**src/rtl/reaction_seq_ctrl_pkg.sv**
```systemverilog
// Shared definitions for the reaction-time sequencer: FSM state encodings and
// default sizing of the millisecond response counter.
package reaction_seq_ctrl_pkg;

  localparam int unsigned CNT_W_DEF  = 14;
  localparam int unsigned MAX_MS_DEF = 9999;

  typedef enum logic [2:0] {
    ST_IDLE = 3'd0,
    ST_ARM  = 3'd1,
    ST_WAIT = 3'd2,
    ST_RUN  = 3'd3,
    ST_DONE = 3'd4,
    ST_ERR  = 3'd5
  } state_e;

endpackage

```
**src/rtl/btn_edge_det.sv**
```systemverilog
// Registered rising-edge detector for an already synchronized button level.
// History resets to 1 so a button held through reset yields no edge.
module btn_edge_det (
  input  logic clk,
  input  logic rst,
  input  logic btn,
  output logic rise
);

  logic btn_q;
  logic rise_q;

  always_ff @(posedge clk) begin
    if (!rst) begin
      btn_q  <= 1'b1;
      rise_q <= 1'b0;
    end else begin
      btn_q  <= btn;
      rise_q <= btn & ~btn_q;
    end
  end

  assign rise = rise_q;

endmodule

```
**src/rtl/reaction_seq_ctrl.sv**
```systemverilog
// Reaction-time sequencer: arms the countdown, waits for expiry, lights the LED
// and measures the response in ms until the stop button is pressed.
module reaction_seq_ctrl
  import reaction_seq_ctrl_pkg::*;
#(
  parameter int unsigned CNT_W   = CNT_W_DEF,
  parameter int unsigned MAX_MS  = MAX_MS_DEF,
  parameter int unsigned ARM_CYC = 2
) (
  input  logic             clk,
  input  logic             rst,
  input  logic             tick_1ms,
  input  logic             start_btn,
  input  logic             stop_btn,
  input  logic             timer_flag,
  output logic             timer_rst_n,
  output logic             led,
  output logic             busy,
  output logic [CNT_W-1:0] result_ms,
  output logic             result_valid,
  output logic             early_err,
  output logic             timeout
);

  localparam int unsigned ARM_W = (ARM_CYC > 1) ? $clog2(ARM_CYC) : 1;

  logic start_rise;
  logic stop_rise;

  btn_edge_det u_start_edge (
    .clk  (clk),
    .rst  (rst),
    .btn  (start_btn),
    .rise (start_rise)
  );

  btn_edge_det u_stop_edge (
    .clk  (clk),
    .rst  (rst),
    .btn  (stop_btn),
    .rise (stop_rise)
  );

  state_e             state_q, state_d;
  logic [ARM_W-1:0]   arm_cnt_q, arm_cnt_d;
  logic [CNT_W-1:0]   count_q, count_d;
  logic [CNT_W-1:0]   result_q, result_d;
  logic               valid_q, valid_d;
  logic               early_q, early_d;
  logic               timeout_q, timeout_d;
  logic               timer_rst_n_q, led_q, busy_q;

  always_comb begin
    state_d   = state_q;
    arm_cnt_d = arm_cnt_q;
    count_d   = count_q;
    result_d  = result_q;
    valid_d   = 1'b0;
    early_d   = early_q;
    timeout_d = timeout_q;
    unique case (state_q)
      ST_IDLE, ST_DONE, ST_ERR: begin
        if (start_rise) begin
          state_d   = ST_ARM;
          arm_cnt_d = '0;
          count_d   = '0;
          early_d   = 1'b0;
          timeout_d = 1'b0;
        end
      end
      ST_ARM: begin
        if (arm_cnt_q == ARM_W'(ARM_CYC - 1)) begin
          state_d = ST_WAIT;
        end else begin
          arm_cnt_d = arm_cnt_q + ARM_W'(1);
        end
      end
      ST_WAIT: begin
        // A press before expiry takes priority over a simultaneous expiry.
        if (stop_rise) begin
          state_d = ST_ERR;
          early_d = 1'b1;
        end else if (timer_flag) begin
          state_d = ST_RUN;
          count_d = '0;
        end
      end
      ST_RUN: begin
        if (stop_rise) begin
          state_d  = ST_DONE;
          result_d = count_q;
          valid_d  = 1'b1;
        end else if (tick_1ms) begin
          if (count_q >= CNT_W'(MAX_MS - 1)) begin
            state_d   = ST_DONE;
            count_d   = CNT_W'(MAX_MS);
            result_d  = CNT_W'(MAX_MS);
            timeout_d = 1'b1;
            valid_d   = 1'b1;
          end else begin
            count_d = count_q + CNT_W'(1);
          end
        end
      end
      default: state_d = ST_IDLE;
    endcase
  end

  always_ff @(posedge clk) begin
    if (!rst) begin
      state_q       <= ST_IDLE;
      arm_cnt_q     <= '0;
      count_q       <= '0;
      result_q      <= '0;
      valid_q       <= 1'b0;
      early_q       <= 1'b0;
      timeout_q     <= 1'b0;
      timer_rst_n_q <= 1'b0;
      led_q         <= 1'b0;
      busy_q        <= 1'b0;
    end else begin
      state_q       <= state_d;
      arm_cnt_q     <= arm_cnt_d;
      count_q       <= count_d;
      result_q      <= result_d;
      valid_q       <= valid_d;
      early_q       <= early_d;
      timeout_q     <= timeout_d;
      // Decoded from next state so the outputs line up with the state register.
      timer_rst_n_q <= (state_d == ST_WAIT) || (state_d == ST_RUN);
      led_q         <= (state_d == ST_RUN);
      busy_q        <= (state_d == ST_ARM) || (state_d == ST_WAIT) || (state_d == ST_RUN);
    end
  end

  assign timer_rst_n  = timer_rst_n_q;
  assign led          = led_q;
  assign busy         = busy_q;
  assign result_ms    = result_q;
  assign result_valid = valid_q;
  assign early_err    = early_q;
  assign timeout      = timeout_q;

endmodule

```
**config.mk**
```make
export PLATFORM = sky130hd
export DESIGN_NAME = reaction_seq_ctrl
export DESIGN_NICKNAME = d
export VERILOG_FILES = /design/src/rtl/reaction_seq_ctrl_pkg.sv /design/src/rtl/btn_edge_det.sv /design/src/rtl/reaction_seq_ctrl.sv
export SDC_FILE = /design/constraint.sdc
export NUM_CORES = 1
export LEC_CHECK = 0
export CAP_MARGIN = 15
export CORE_ASPECT_RATIO = 0.6
export CORE_UTILIZATION = 39
export DETAILED_ROUTE_END_ITERATION = 8
export HOLD_SLACK_MARGIN = 0.1
export SYNTH_ARGS = -nofsm -noshare
export SYNTH_HDL_FRONTEND = slang
export SYNTH_SLANG_ARGS = --single-unit
```
**constraint.sdc**
```tcl
create_clock -name clk -period 6 [get_ports clk]
set_input_delay 0.6 -clock clk [delete_from_list [all_inputs] [get_ports clk]]
set_output_delay 0.6 -clock clk [all_outputs]
set_load 0.005 [all_outputs]
```
======== Word level (Yosys, flattened, before mapping) ========
Index checks and enable logic that the tools add are counted.
word-level totals
  input port bits ......................... 6
  register bits after elaboration ......... 42
  output and inout bits ................... 20
  logic and storage cells ................. 83
cells by class
  muxes and demuxes ....................... 30
  bitwise gates (word level) .............. 4
  reductions and logical operators ........ 17
  equal/unequal tests ..................... 15
  add/sub/neg operators ................... 2
  $lt $le $gt $ge ......................... 1
operator list
  operator                                                                 count
  14-bit two-way mux                                                       9
  14-bit one-hot mux with 3 select lines                                   1
  3-bit two-way mux                                                        7
  14-bit by 1-bit adder with 14-bit output, second input constant          1
  14-bit greater-or-equal comparator, second input constant                1
  3-bit by 2-bit == test with 1-bit output, second input constant          4
  3-bit one-hot mux with 4 select lines                                    1
  2-bit inequality test, second input constant                             5
  2-bit nonzero test                                                       5
  1-bit two-way mux                                                        9
  3-bit by 1-bit == test with 1-bit output, second input constant          2
  3-bit == test, second input constant                                     2
  1-bit one-hot mux with 2 select lines                                    3
  3-bit AND reduction                                                      2
  6-bit AND reduction                                                      1
  5-bit AND reduction                                                      1
  2-bit by 1-bit inequality test with 1-bit output, second input constant  2
  2-bit AND reduction                                                      2
  3-bit zero test                                                          1
  1-bit logical OR                                                         3
  3-bit nonzero test                                                       1
  3-bit OR reduction                                                       1
  1-bit AND                                                                2
  1-bit NOT                                                                2
  1-bit adder, second input constant                                       1

======== Logic depth before layout (Yosys ltp) ========
Gate-level depths: netlist of run 1.
  depth after elaboration ................. 8
  depth in mapped cells ................... 8
  gate-level depth less buffers ........... 7

======== Modules after synthesis ========
A second synthesis of run 1 with hierarchy kept.
unflattened totals
  cell total of the unflattened synthesis .. 233
  area, all modules ....................... 2057.0 um^2
modules (own cells, without submodules)
  module             area each (um^2)  cells an instance  seq. area each (um^2)  instances
  reaction_seq_ctrl  1946.9            225                760.7                  1
  btn_edge_det       55.1              4                  40.0                   2

======== Worst setup path before layout of run 1 ========
No wires, ideal clock.
  kind .................................... reg-to-reg
  start ................................... register count_q[0]
  end ..................................... register count_q[7]
  buffers on the path ..................... 0
  arrival time ............................ 2.001 ns
  required time ........................... 5.938 ns
  cell stages (with the launch flop) ...... 8
  slack ................................... 3.937 ns
  period minus slack after synthesis ...... 2.063 ns
  library setup time ...................... 0.062 ns
  cells stage by stage .................... dfxtp_1 -> inv_1 -> ha_1 -> o211ai_1 -> a21oi_1 -> or4_4 -> or4_1 -> nand3_1
on the way
  cells in the longest elaborated chain, start to end .. 5
  elaborated cells between the ends (all ways) .. 6
  classes of those cells .................. add/sub: 1; order compare: 1; mux: 4
ends and longest elaborated chain
  what                                                                                                   line                                               text
  start: declaration                                                                                     reaction_seq_ctrl.sv:46                            logic [CNT_W-1:0] count_q, count_d;
  start signal: assignment                                                                               reaction_seq_ctrl.sv:124                           count_q <= count_d;
  14-bit by 1-bit adder with 14-bit output / 14-bit greater-or-equal comparator (equally long branches)  reaction_seq_ctrl.sv:101, reaction_seq_ctrl.sv:94
  14-bit two-way mux (*)                                                                                 reaction_seq_ctrl.sv:94                            if (count_q >= CNT_W'(MAX_MS - 1)) begin
  14-bit two-way mux (*)                                                                                 reaction_seq_ctrl.sv:93                            end else if (tick_1ms) begin
  14-bit two-way mux (*)                                                                                 reaction_seq_ctrl.sv:89                            if (stop_rise) begin
  14-bit one-hot mux with 3 select lines (*)                                                             reaction_seq_ctrl.sv:61                            unique case (state_q)
Every way passes the cells marked *; elsewhere a longest branch is shown, timed or not. The select of a mux whose other input is x is not followed.
A chain may end at the register's enable or synchronous reset.

======== Worst setup path in the final report of run 1 ========
  start ................................... register state_q[1]
  end ..................................... register count_q[7]
on the way
  cells in the longest elaborated chain, start to end .. 4
  elaborated cells between the ends (all ways) .. 14
  classes of those cells .................. eq/ne: 9; mux: 1; reduce/logical: 4
ends and longest elaborated chain
  what                                                                                                            line                      text
  start: declaration                                                                                              reaction_seq_ctrl.sv:44   state_e state_q, state_d;
  start signal: assignment                                                                                        reaction_seq_ctrl.sv:122  state_q <= state_d;
  3-bit == test / 3-bit zero test (equally long branches)                                                         reaction_seq_ctrl.sv:61
  3-bit OR reduction                                                                                              reaction_seq_ctrl.sv:61
  2-bit by 1-bit inequality test with 1-bit output (no source line) / 3-bit nonzero test (equally long branches)  -
  6-bit AND reduction (no source line)                                                                            -
Parallel ways exist; a longest one is shown, timed or not.

==> run metrics, run 1 <==
post_cts resized=0; xor/xnor cell area share of the yosys netlist=0; MaxCap Viol Count=0; post-route DRC violation count=0; type of the worst min-delay path=flop to flop; Final nets=254; CP Max Fanout=12; post-synth net total=236; CTS tree=done; Total GRT Usage=0.189; final period utilization=0.379; ANT cells=0; drt via density=5.58; Antenna Nets Post-Route=0; CTS Hold Bufs=0; outcome=finished, final reports clean; Post-synth EDFFs=0; vias in the first global route=1538; GR Overflow Total=0; placeable core region=4680 sq um; H-tree depth=2; Total Routed Length=4620 microns; Avg WL per Cell=14.9 microns; crit path capture type=flop; routed vias=1729; Max clock buf depth=2; initial antenna violation count=0; Final Setup Violations=0; num rows=19; Port Buf Inserts=25; Initial Utilization=0.414; GPL Wtd Cong=0.872; post-synth cell types=45; RSZ-0062 raised after global routing=false; die span in x=93.0 microns; register area share after synthesis=0.434; Synth Area in Simple Gates=0.281; Post-Syn Instances=228; Rel. slew slack=0.616; share of cells above drive strength 1=0.0931; multiplexer share of the synthesized area=0; Pwr Density=212 nW/um^2; clk_skew=0.00500 ns; Initial DRC Count=241; arrival time worst endpoint=2.52 ns; Syn Area/Cell=8.50 sq um; Final Worst Setup Slack=3.73 ns; CTS Sinks=42; Adder-Cell Fraction of Synth Area=0.0129; io pins=26; main combinational cell family by area after synthesis=simple AND/OR/NAND/NOR gates; post-synthesis register bit count=42; die area=5260 sq um; first-pass GRT wire length=7620 microns; crit path launch type=flop; clk root buf=clkbuf_8; TritonRoute pass-1 iters=5; Crit Path Class=flop to flop; largest net degree at the start of global routing=38; fin crit period=2.27 ns; dpl ws=3.54 ns; Clock Latency Late Sink=0.30 ns; Fmax achieved=440 MHz; synth warn=0; ys async rst share=0; DP Wirelength=3240 microns; Compound-Gate Fraction of Synth Area=0.224; Max IR drop VDD=0.108 mV; Setup Fix Bufs, Post-CTS=0; Slew Limit Fails=0; Mapped Area=1940 sq um; critical path required time=6.24 ns; Worst Tran Pin Value=0.570 ns; setup TNS=0 ns; Die Ht=56.6 microns; Area Growth Syn to Fin=18.4%; Main synth FF type=dfxtp_1; Leak=0.757 nW; CTS Buf Count=5; clock-pin slew on the worst setup and hold paths=0.07 ns; Final Power=0.000487 W; final hold viol count=0
==> where the power goes <==
group / switching, W / leakage, nW / internal (W)
Combinational: 0.0000105 / 0.369 / 0.00000822
Clock: 0.0000929 / 0.0482 / 0.0000928
Sequential: 0.00000182 / 0.339 / 0.000281
Total: 0.000105 / 0.757 / 0.000382
==> Yosys cell counts, types with 5 or more instances <==
cell type,number,area [sq um]
dfxtp_1,42,841
nand2_1,25,93.8
nor2_1,19,71.3
a21oi_1,13,65.1
o21ai_0,9,45.0
nand3_1,8,40.0
nor2b_1,8,50.1
o221a_2,8,90.1
clkbuf_1,7,26.3
o22ai_1,7,43.8
a22oi_1,6,45.0
nand2b_1,5,31.3
nor3_1,5,25.0
==> state kept, by name (all words and copies together) (netlist names) <==
signal              cells
count_q                14
result_ms              14
state_q                 3
arm_cnt_q               1
busy                    1
early_err               1
led                     1
result_valid            1
timeout                 1
timer_rst_n             1
u_start_edge.btn_q      1
u_start_edge.rise       1
u_stop_edge.btn_q       1
u_stop_edge.rise        1
==> cell usage in the layout (no fill, tap or decap), drive strengths merged, types with 2 or more instances in the layout <==
master / n
a211oi: 3
a21oi: 13
a22oi: 6
a311oi: 2
a31oi: 2
a32o: 2
and2: 2
and3: 2
and4: 2
buf: 2
clkbuf: 7
clkdlybuf4s50: 25
dfxtp: 42
ha: 2
inv: 4
nand2: 26
nand2b: 5
nand3: 8
nand3b: 4
nand4: 4
nor2: 19
nor2b: 8
nor3: 5
nor3b: 2
nor4: 4
o211ai: 2
o21ai: 10
o21ba: 2
o221a: 8
o22ai: 7
or2: 2
or3: 4
or4: 4
==> per-stage QoR <==
step | instances | util | hold WS (ns) | instance area (sq um)
2_1_floorplan | 228 | - | 0.367 | 1940
4_1_cts | 310 | 0.490 | 0.387 | 2290
6_report | 310 | 0.490 | 0.385 | 2290
3_3_place_gp | 302 | 0.470 | 0.370 | 2200
3_5_place_dp | 302 | 0.470 | 0.376 | 2200
5_1_grt | 310 | 0.490 | 0.405 | 2290
==> kinds of logic after synthesis <==
group	count (synthesis)
flops	42
buf+inv	20
compound gates	61
fa+ha+maj	2
simple gates	103
==> path summary, 6_finish.rpt <==
path | from | to | slack (ns) | depth (start not counted)
worst max-delay path | state_q[1]$_SDFF_PN0_ | count_q[7]$_SDFFE_PN0P_ | 3.73 | 5
worst min-delay path | u_start_edge.btn_q$_SDFF_PN1_ | u_start_edge.rise$_SDFF_PN0_ | 0.38 | 1
worst max register to register | state_q[1]$_SDFF_PN0_ | count_q[7]$_SDFFE_PN0P_ | 3.73 | 5
worst min register to register | u_start_edge.btn_q$_SDFF_PN1_ | u_start_edge.rise$_SDFF_PN0_ | 0.38 | 1
==> metal layers <==
layer / up-vias / track usage / share of wire
met5: - / 0 / 0
met4: 0 / 0.0659 / 0.010
met3: 7 / 0.0528 / 0.079
met2: 65 / 0.215 / 0.35
met1: 779 / 0.315 / 0.56
li1: 878 / - / -
==> critical path, stage by stage, from the launching register on <==
cell,delay (ns)
dfxtp_1,0.54
and3b_1,0.43
nand2_2,0.13
or4_4,0.58
or4_1,0.48
nand3_1,0.07
==> layout make-up <==
cell class                 count  area, sq um
clock buffer                   7         86.3
clock inverter                 1         5.00
fill                         458         2390
inverter                       4         15.0
multi-input combinational    166         1000
sequential                    42          841
tap                           63         78.8
timing repair buffer          27          265
No activity file was read; power rests on OpenSTA's default activity.
==> inputs of run 2 (changes only) <==
- clock period: 6 -> 1.8 ns (I/O delays scaled with it)
==> run 2 against run 1 <==
  * Global-route usage grew 2.5 points
  * Via count is 20% higher
  * Register-to-register slack worse by 3.9 ns
  * First-iteration DRC count fell by 54%
  * Combinational power increased to 5.0 times the previous value
  * The flow now finishes with violations (setup timing)
==> run metrics, run 2 (synthesis gave the netlist of run 1 again) <==
outcome=finished, violations left; violated checks=setup timing; final hold viol count=0; Worst Tran Pin Value=0.684 ns; GPL Wtd Cong=0.867; num rows=19; Max IR drop VDD=0.369 mV; die span in x=93.0 microns; Total GRT Usage=0.214; post-route DRC violation count=0; MaxCap Viol Count=0; Pwr Density=554 nW/um^2; clock-pin slew on the worst setup and hold paths=0.08 ns; dpl ws=-0.193 ns; vias in the first global route=1768; Area Growth Syn to Fin=54.8%; CTS Hold Bufs=0; CTS tree=done; Initial Utilization=0.414; drt via density=5.66; TritonRoute pass-1 iters=5; Clock Latency Late Sink=0.29 ns; Reg2Reg Capture Point=count_q[12]$_SDFFE_PN0P_; Max clock buf depth=2; Multi-input gate area=1240 sq um; commonest non-fill, non-tap cells in the layout=buf_4, dfxtp_1, nand2_1, clkdlybuf4s50_1, nor2_1; io pins=26; Port Buf Inserts=25; fin crit period=2.00 ns; start point of the worst hold path=u_start_edge.btn_q$_SDFF_PN1_; Final nets=311; arrival time worst endpoint=2.22 ns; routed vias=2077; Leak=1.08 nW; clk root buf=clkbuf_8; reg2reg start=count_q[0]$_SDFFE_PN0P_; die area=5260 sq um; CP Max Fanout=5; hold worst-path end=u_start_edge.rise$_SDFF_PN0_; R2R setup slack=-0.20 ns; CP cell instances=inv_2 > ha_4 > o211ai_1 > a21oi_2 > buf_4 > buf_6 > buf_6 > buf_4 > a211oi_1 > o21ai_0 > a21oi_1; final period utilization=1.11; Antenna Nets Post-Route=0; largest net degree at the start of global routing=18; DP Wirelength=3960 microns; fillcell total=377; Fmax achieved=501 MHz; crit path launch type=flop; clk_skew=0.00786 ns; Final Worst Setup Slack=-0.195 ns; Rel. slew slack=0.542; Avg WL per Cell=16.4 microns; GR Overflow Total=0; Die Ht=56.6 microns; Crit Path Class=flop to flop; CTS Sinks=42; WHS Path Cells=1; RSZ-0062 raised after global routing=true; critical path required time=2.02 ns; Slowest cell on crit path=dfxtp_4; Post-Route Utilization=0.641; Slew Limit Fails=0; CTS Buf Count=5; FF/Latch Area=847 sq um; initial antenna violation count=0; setup TNS=-2.32 ns; CP peak stage delay=0.36 ns; commonest non-fill, non-tap cell in the layout=buf_4; FF-to-FF path depth=11; ANT cells=0; type of the worst min-delay path=flop to flop; placeable core region=4680 sq um; H-tree depth=2; first-pass GRT wire length=8680 microns; Total Routed Length=6030 microns; Initial DRC Count=110; crit path capture type=flop; Final Setup Violations=28; share of cells above drive strength 1=0.385
==> run 2: cell types whose count changed in the layout (fill, tap and decap cells not counted), moves of 3 or more <==
cell / delta
a21oi_2: +3
dfxtp_1: -3
o22ai_2: +3
a21oi_1: -4
o21ai_2: +3
buf_6: +8
buf_4: +49
o22ai_1: -3
nor2_1: -4
o21ai_0: -5
==> run 2: per-layer routing <==
metal | GRT usage | vias up | share of wire
li1 | - | 994 | -
met1 | 0.336 | 978 | 0.49
met2 | 0.287 | 94 | 0.42
met3 | 0.0501 | 11 | 0.084
met4 | 0.0527 | 0 | 0.011
met5 | 0 | - | 0
==> run 2: cell type report <==
cell class | instances | share of cell area
clock buffers | 6 | 0.0275
clock inverters | 2 | 0.00417
well taps | 63 | 0.0263
inverters | 4 | 0.00500
repair buffers | 84 | 0.241
flip-flops and latches | 42 | 0.282
multi-input cells | 166 | 0.414
==> run 2: repair_timing <==
item | CTS | global route
pin swaps | 14 | 23
buffers inserted | 9 | 9
resized for setup | 15 | 40
hold endpoints to repair | 0 | 0
gates cloned | 0 | 1
setup endpoints to repair | 13 | 33
==> run 2: worst max-delay path, delay by kind of cell (launching register included) <==
kind	cells	cell delay, ns
buffers and inverters	5	0.54
DFF	1	0.36
adders and majority gates	1	0.14
AOI/OAI and AO/OA	5	0.89
==> run 2: per-stage QoR <==
stage	area, sq um	std cells	hold slack [ns]	power (W)
2_1_floorplan	1970	228	0.281	0.00100
5_1_grt	3000	367	0.398	0.00172
4_1_cts	2740	357	0.387	0.00167
3_3_place_gp	2510	340	0.371	0.00104
6_report	3000	367	0.385	0.00166
3_5_place_dp	2510	340	0.375	0.00104
==> run 2: how the worst max path moves through the flow <==
stage               cells after the start                  endpoint  slack, ns                    start
floorplan                               7   count_q[7]$_SDFFE_PN0P_       -0.1  count_q[0]$_SDFFE_PN0P_
global placement                        6   count_q[7]$_SDFFE_PN0P_      -0.16               timer_flag
detailed placement                      7   count_q[7]$_SDFFE_PN0P_      -0.19  count_q[0]$_SDFFE_PN0P_
CTS                                     7   count_q[7]$_SDFFE_PN0P_      -0.17  count_q[0]$_SDFFE_PN0P_
global route                           11  count_q[12]$_SDFFE_PN0P_      -0.30  count_q[0]$_SDFFE_PN0P_
finish                                 11  count_q[12]$_SDFFE_PN0P_      -0.20  count_q[0]$_SDFFE_PN0P_
==> run 2: where the power goes <==
part | leakage [nW] | internal, W | switching [W]
clock | 0.0472 | 0.000308 | 0.000324
sequential | 0.341 | 0.000933 | 0.00000333
combinational | 0.689 | 0.0000420 | 0.0000523
==> inputs of run 3 (changes only) <==
- GPL_TIMING_DRIVEN: unset -> 0
- SETUP_SLACK_MARGIN: unset -> 0.2
==> run 3 against run 2 <==
  * The flow still finishes with violations (setup timing)
  * Highest routed layer unchanged
  * Wire length is 9.0% lower
  * Critical endpoint is now count_q[7]$_SDFFE_PN0P_
  * Count of clock-buffer cells in the layout stayed put
  * Power is 0.34% lower
  * First-iteration DRC count is 97% higher
==> run metrics, run 3 (synthesis gave the netlist of run 1 again) <==
violated checks=setup timing; GR Overflow Total=0; R2R setup slack=-0.20 ns; clock-pin slew on the worst setup and hold paths=0.08 ns; CP cell instances=inv_2 > ha_2 > o211ai_1 > a21oi_2 > or4_4 > or4_1 > nand3_1; Antenna Nets Post-Route=0; DP Wirelength=3670 microns; Max clock buf depth=2; ANT cells=0; placeable core region=4680 sq um; Final Setup Violations=21; Area Growth Syn to Fin=48.3%; RSZ-0062 raised after global routing=true; GPL Wtd Cong=0.886; first-pass GRT wire length=8670 microns; io pins=26; Reg2Reg Capture Point=count_q[7]$_SDFFE_PN0P_; crit path launch type=flop; num rows=19; MaxCap Viol Count=0; Total Routed Length=5490 microns; Slew Limit Fails=0; Clock Latency Late Sink=0.29 ns; placed cell area=2330 sq um; critical path required time=2.03 ns; arrival time worst endpoint=2.23 ns; vias in the first global route=1707; CP Max Fanout=4; Initial Utilization=0.414; clk root buf=clkbuf_8; commonest non-fill, non-tap cell in the layout=dfxtp_1; Final nets=284; routed vias=1897; share of cells above drive strength 1=0.354; FF-to-FF path depth=7; hold worst-path end=u_stop_edge.btn_q$_SDFF_PN1_; largest net degree at the start of global routing=14; die area=5260 sq um; final period utilization=1.11; Final Power=0.00166 W; Hold Worst Slack=0.329 ns; H-tree depth=2; drt via density=5.58; clk_skew=0.00688 ns; Total GRT Usage=0.215; Avg WL per Cell=16.1 microns; CTS Sinks=42; CTS tree=done; Post-Route Utilization=0.614; crit path capture type=flop; CTS Buf Count=5; outcome=finished, violations left; post-route standard cell area excluding fillers=2870 sq um; final hold viol count=0; type of the worst min-delay path=primary input to flop; Fmax achieved=500 MHz; reg2reg start=count_q[0]$_SDFFE_PN0P_; initial antenna violation count=0; Worst Tran Pin Value=0.595 ns; Slowest cell on crit path=or4_4; die span in x=93.0 microns; Max IR drop VDD=0.381 mV; CP peak stage delay=0.55 ns; Port Buf Inserts=24; TritonRoute pass-1 iters=4; Crit Path Class=flop to flop; Pwr Density=577 nW/um^2; Final Worst Setup Slack=-0.199 ns; Die Ht=56.6 microns; Leak=0.971 nW; fin crit period=2.00 ns; commonest non-fill, non-tap cells in the layout=dfxtp_1, nand2_1, clkdlybuf4s50_1; start point of the worst hold path=rst; Rel. slew slack=0.603; Initial DRC Count=217; post-route DRC violation count=0; WHS Path Cells=2
==> run 3: final cells by class <==
class	instances	area, sq um
fill	398	1810
inverter	4	15.0
clock buffer	6	82.6
timing repair buffer	41	398
tap	63	78.8
buffer	16	141
clock inverter	2	12.5
multi-input combinational	166	1300
sequential	42	850
==> run 3: per-stage QoR <==
step	setup slack, ns	TNS [ns]	instances
final	-0.199	-1.06	340
after global routing	-0.253	-2.79	340
after CTS	-0.173	-0.490	335
after detailed placement	-0.251	-2.71	315
after global placement	-0.261	-3.29	315
after floorplan	-0.0996	-0.205	228
==> run 3: worst max-delay path by stage <==
stage | startpoint | to | depth (start not counted)
after floorplan | count_q[0]$_SDFFE_PN0P_ | count_q[7]$_SDFFE_PN0P_ | 7
after global placement | count_q[5]$_SDFFE_PN0P_ | count_q[7]$_SDFFE_PN0P_ | 6
after detailed placement | count_q[5]$_SDFFE_PN0P_ | count_q[7]$_SDFFE_PN0P_ | 6
after CTS | count_q[0]$_SDFFE_PN0P_ | count_q[7]$_SDFFE_PN0P_ | 7
after global routing | state_q[1]$_SDFF_PN0_ | count_q[7]$_SDFFE_PN0P_ | 7
final | count_q[0]$_SDFFE_PN0P_ | count_q[7]$_SDFFE_PN0P_ | 7
==> run 3: what timing repair did <==
| item | CTS | global route |
|---|---|---|
| buffers inserted | 11 | 5 |
| setup endpoints to repair | 35 | 36 |
| hold buffers | 0 | 0 |
| cloned | 1 | 0 |
| pin swaps | 23 | 22 |
| resized for setup | 42 | 29 |
==> run 3: report_power, final <==
group          leakage (nW)  internal, W   total, W  switching [W]
Combinational         0.582    0.0000364  0.0000888      0.0000524
Sequential            0.341     0.000932   0.000935     0.00000306
Clock                0.0472     0.000308   0.000634       0.000326
Total                 0.971      0.00128    0.00166       0.000381
==> run 3: critical path: cells and delay by family, from the launching register on <==
family,cells,cell delay (ns)
and+or+nand+nor,3,1.04
DFF,1,0.36
AOI/OAI and AO/OA,2,0.35
adders and majority gates,1,0.16
buffers and inverters,1,0.03
==> run 3: layer usage <==
| metal | wire (microns) | track usage | vias up |
|---|---|---|---|
| met4 | 38 | 0.0418 | 0 |
| met1 | 2850 | 0.359 | 890 |
| li1 | - | - | 934 |
| met5 | 0 | 0 | - |
| met2 | 2100 | 0.265 | 66 |
| met3 | 495 | 0.0528 | 7 |
